--- src/rtl/muldiv_sequencer.sv ---
// Sequences the multi-cycle MULT/DIV units behind HI/LO: accepts one request,
// pulses the unit start, waits for done, then writes HI/LO or raises an exception.
module muldiv_sequencer #(
  parameter int WIDTH          = 32,
  parameter int TIMEOUT_CYCLES = 64,
  parameter int CNT_W          = 7
) (
  input  logic             clk,
  input  logic             reset,
  input  logic             mult_req,
  input  logic             div_req,
  input  logic [WIDTH-1:0] op_a,
  input  logic [WIDTH-1:0] op_b,
  input  logic             hilo_read,
  input  logic             mult_done,
  input  logic             div_done,
  output logic             req_ack,
  output logic             mult_start,
  output logic             div_start,
  output logic [WIDTH-1:0] src_a,
  output logic [WIDTH-1:0] src_b,
  output logic             hilo_src,
  output logic             hi_write,
  output logic             lo_write,
  output logic             busy,
  output logic             stall,
  output logic             div_zero_excp,
  output logic             timeout_excp
);

  typedef enum logic [2:0] {IDLE, MULT_RUN, DIV_RUN, WRITE, EXCP} state_t;

  localparam logic [CNT_W-1:0] TIMEOUT = CNT_W'(TIMEOUT_CYCLES);

  state_t           state;
  logic [CNT_W-1:0] count;
  logic             first_cycle;
  logic             unit_done;

  // The start pulse marks the first RUN cycle, where a done is ignored.
  assign first_cycle = mult_start | div_start;
  assign unit_done   = (state == MULT_RUN && mult_done) || (state == DIV_RUN && div_done);
  assign busy        = (state != IDLE);
  assign stall       = busy & (hilo_read | mult_req | div_req);

  always_ff @(posedge clk or negedge reset) begin
    if (!reset) begin
      state         <= IDLE;
      count         <= '0;
      src_a         <= '0;
      src_b         <= '0;
      hilo_src      <= 1'b0;
      req_ack       <= 1'b0;
      mult_start    <= 1'b0;
      div_start     <= 1'b0;
      hi_write      <= 1'b0;
      lo_write      <= 1'b0;
      div_zero_excp <= 1'b0;
      timeout_excp  <= 1'b0;
    end else begin
      req_ack       <= 1'b0;
      mult_start    <= 1'b0;
      div_start     <= 1'b0;
      hi_write      <= 1'b0;
      lo_write      <= 1'b0;
      div_zero_excp <= 1'b0;
      timeout_excp  <= 1'b0;
      case (state)
        IDLE: begin
          count <= '0;
          if (mult_req) begin
            src_a      <= op_a;
            src_b      <= op_b;
            hilo_src   <= 1'b0;
            mult_start <= 1'b1;
            req_ack    <= 1'b1;
            count      <= CNT_W'(1);
            state      <= MULT_RUN;
          end else if (div_req) begin
            req_ack <= 1'b1;
            if (op_b != '0) begin
              src_a     <= op_a;
              src_b     <= op_b;
              hilo_src  <= 1'b1;
              div_start <= 1'b1;
              count     <= CNT_W'(1);
              state     <= DIV_RUN;
            end else begin
              div_zero_excp <= 1'b1;
              state         <= EXCP;
            end
          end
        end
        MULT_RUN, DIV_RUN: begin
          // count equals the number of RUN cycles spent so far, saturating at all-ones.
          if (!first_cycle && unit_done) begin
            hi_write <= 1'b1;
            lo_write <= 1'b1;
            state    <= WRITE;
          end else if (!first_cycle && count >= TIMEOUT) begin
            timeout_excp <= 1'b1;
            count        <= '0;
            state        <= IDLE;
          end else if (count != '1) begin
            count <= count + 1'b1;
          end
        end
        WRITE: begin
          count <= '0;
          state <= IDLE;
        end
        EXCP: begin
          count <= '0;
          state <= IDLE;
        end
        default: begin
          count <= '0;
          state <= IDLE;
        end
      endcase
    end
  end

endmodule
--- config.mk ---
export PLATFORM = sky130hd
export DESIGN_NAME = muldiv_sequencer
export DESIGN_NICKNAME = d
export VERILOG_FILES = /design/src/rtl/muldiv_sequencer.sv
export SDC_FILE = /design/constraint.sdc
export NUM_CORES = 1
export LEC_CHECK = 0
export CAP_MARGIN = 10
export CELL_PAD_IN_SITES_DETAIL_PLACEMENT = 1
export CELL_PAD_IN_SITES_GLOBAL_PLACEMENT = 2
export CORE_MARGIN = 8
export CORE_UTILIZATION = 25
export CTS_BUF_LIST = sky130_fd_sc_hd__clkbuf_4
export CTS_CLUSTER_SIZE = 20
export DETAILED_ROUTE_END_ITERATION = 7
export HOLD_SLACK_MARGIN = 0.05
export PLACE_DENSITY_LB_ADDON = 0.1
export SLEW_MARGIN = 0
export SYNTH_ARGS = -nofsm -noshare
export SYNTH_HDL_FRONTEND = slang
export SYNTH_SLANG_ARGS = --single-unit
--- constraint.sdc ---
create_clock -name clk -period 1.9 [get_ports clk]
set_input_delay 0.19 -clock clk [delete_from_list [all_inputs] [get_ports clk]]
set_output_delay 0.19 -clock clk [all_outputs]
set_load 0.03 [all_outputs]
==> flow_summary.ini <==
[clocking]
cts_max_path_buffers = 2
cts_tree = built
cts-htree-levels = 3
root_buffer = clkbuf_4
cts_inserted_buffers = 9
cts.clk_slew.worst_paths_ps = 140
cts.sinks = 81
clk-insertion-delay-late_ps = 440

[power]
worst_ir_drop_vdd_mv = 0.660
power.static_leakage_nw = 2.41
power.internal_mw = 5.77
powerDensity_nw_per_um2 = 1740
p_sw_mw = 4.04
post-layout-total-power_mw = 9.81
switching_share_pct = 41.2
power_frac_seq_pct = 29.9
clock_power_share_pct = 9.2
combinationalPowerShare_pct = 60.9

[layout]
finish.utilization_pct = 42.8
post_route_cells_drive_above_1_share_pct = 32.9
areaGrowthSynthToFinish_pct = 67.6
mostFrequentLayoutCell = clkdlybuf4s50_1
layout.cells.most_common_list = clkdlybuf4s50_1 (125), dfrtp_1 (80), mux2_2 (58), buf_4 (44)
diodes = 0
nNetsFinal = 505
final.fill_count = 1400
final_design_area_no_fill_um2 = 5640

[die]
num_io_pins = 145
floorplan.core_area_um2 = 13200
die_area_um2 = 17400
row_count = 42
die_h_um = 132
initial_utilization_pct = 25.5
die-width_um = 132

[worst_setup_path]
timing.critical_path.from_type = primary input
crit_path_max_fanout = 7
critical_path.endpoint_type = flop
path_class = in -> reg
critPathArrivalTime_ps = 2200
worst_ep_required_time_ps = 2250

[global_route]
grt_antenna_before_repair = 0
grt.total_usage_pct = 12.3
grt_pass1_vias = 2970
grt_first_pass_wirelength_um = 16800
grt_start_max_net_pins = 45
grt.overflow.total = 0

[yosys]
synth_area_per_cell_um2 = 14.4
ys_types = 41
yosysSeqAreaShare_pct = 60.2
synth_cells = 234
ys_seq_elements = 81
ys_dominant_reg_cell = dfrtp_1
ys_top_cells_by_area = dfrtp_1 (60%), mux2_2 (19%), buf_6 (2.0%)
mappedNetlistArea_um2 = 3370
yosys_warnings = 0
postSynth.asyncResetShare_pct = 100
netlist.area_leader.share_pct = 60.2
synth_largest_area_cell = dfrtp_1
synthesis.nets = 306
synth_edf_count = 0

[timing]
fmax_mhz = 538
slew_worst_pin_ps = 391
grt_setup_unrepaired = true
final_hold_viols = 0
worst_clock_skew_ps = 19.3
finalCritPeriodShare_pct = 97.7
maxSlewViolCount = 0
summed_negative_setup_slack_over_all_endpoints_ps = 0
maxSlewHeadroom_pct = 73.9
worst_slack_on_hold_paths_ps = 131
final_period_minus_worst_setup_slack_ps = 1860
setup_viol = 0

[placed_design]
place_congestion = 0.697
port_buffers = 144
hpwlAfterDp_um = 8090
dpl_cell_area_um2 = 5360

[routing]
drt-total-wl_um = 10300
post_dr_wirelength_cell_um = 16.8
drt-initial-drc-count = 66
detail_route.first_pass.iterations = 4
antenna_violating_nets_post_route = 0
detailroute.via_count = 2641
routed_via_count_divided_by_cell_count = 4.30
post-route-drc-count = 0

[flow_run]
maxCapViolCount = 0

[status]
outcome = completed

[hold_path]
hold_path_class = in -> reg
## what timing repair did
| action | in CTS | in global routing |
|---|---|---|
| gates resized for setup | 23 | 11 |
| endpoints found under the setup margin | 64 | 11 |
| hold buffers | 1 | 2 |
| buffers inserted | 3 | 3 |
| pin swaps | 6 | 8 |
| gates cloned | 1 | 0 |
| hold endpoints to repair | 81 | 2 |
## per-layer routing
metal  vias to the layer above  global-route usage [%]  part of all wire [%]
met4                         0                    5.17                   1.7
met2                        85                    19.3                    48
met1                      1294                    14.1                    41
met5                         -                       0                     0
li1                       1248                       -                     -
met3                        14                    5.60                   8.9
## sequential cells by signal (all words and copies together) (netlist names), 3 cells and up
| name | cells |
|---|---|
| count | 7 |
| src_a | 32 |
| src_b | 32 |
| state | 3 |
## stage by stage
step                      worst slack, ps  cells
after floorplan                      6.05    234
after global placement               -545    588
after detailed placement             -599    588
after CTS                            27.3    609
after global routing                -23.2    614
final                                42.9    614
## cell usage after synthesis (3+ instances only)
library cell / n
a21oi_1: 3
buf_2: 3
buf_6: 6
dfrtp_1: 81
inv_1: 7
mux2_1: 6
mux2_2: 58
mux2i_1: 3
nand2_1: 4
nor2_1: 8
nor3_1: 3
nor4_1: 9
o21ai_0: 4
## final cells by class
type	instances	area, um^2	share of cell area (%)
clock buffer	12	90.1	1.60
tap	176	220	3.90
timing repair buffer	199	1970	34.9
clock inverter	4	20.0	0.355
multi-input combinational	135	1290	22.9
inverter	7	26.3	0.466
sequential	81	2030	36.0
## critical path, cell delays in order
cell	delay (ps)
clkdlybuf4s50_1	440
nor4_2	280
nand4_1	240
o31ai_4	310
buf_12	190
buf_4	110
buf_4	110
mux2_2	320
## power groups by stage
| stage | Combinational [mW] | Clock, mW | Sequential (mW) |
|---|---|---|---|
| after detailed placement | 5.93 | 0 | 2.98 |
| after floorplan | 1.81 | 0 | 4.42 |
| after global routing | 6.35 | 1.03 | 3.05 |
| after CTS | 6.05 | 0.964 | 2.94 |
| after global placement | 5.87 | 0 | 2.95 |
| final | 5.98 | 0.903 | 2.93 |
## cells by family (layout without fill, tap and decap cells)
kind of cell / after synthesis / count (layout) / synth area share [%]
buf+inv: 18 / 222 / 3.57
flops: 81 / 81 / 60.2
compound gates: 26 / 26 / 6.36
mux: 67 / 67 / 22.3
simple gates: 40 / 40 / 6.91
fa+ha+maj: 1 / 1 / 0.372
xor+xnor: 1 / 1 / 0.260
## final timing paths
check / start / end / slack, ps / cells after the start
max: op_b[21] / src_b[20] / 40 / 8
min: op_b[7] / src_b[7] / 130 / 3
max reg2reg: state[1] / count[0] / 90 / 5
min reg2reg: src_a[14] / src_a[14] / 510 / 1
max in group asynchronous: reset / state[0] / 1170 / 3
min in group asynchronous: reset / src_a[16] / 160 / 2
Power figures use the tool's default switching activity.
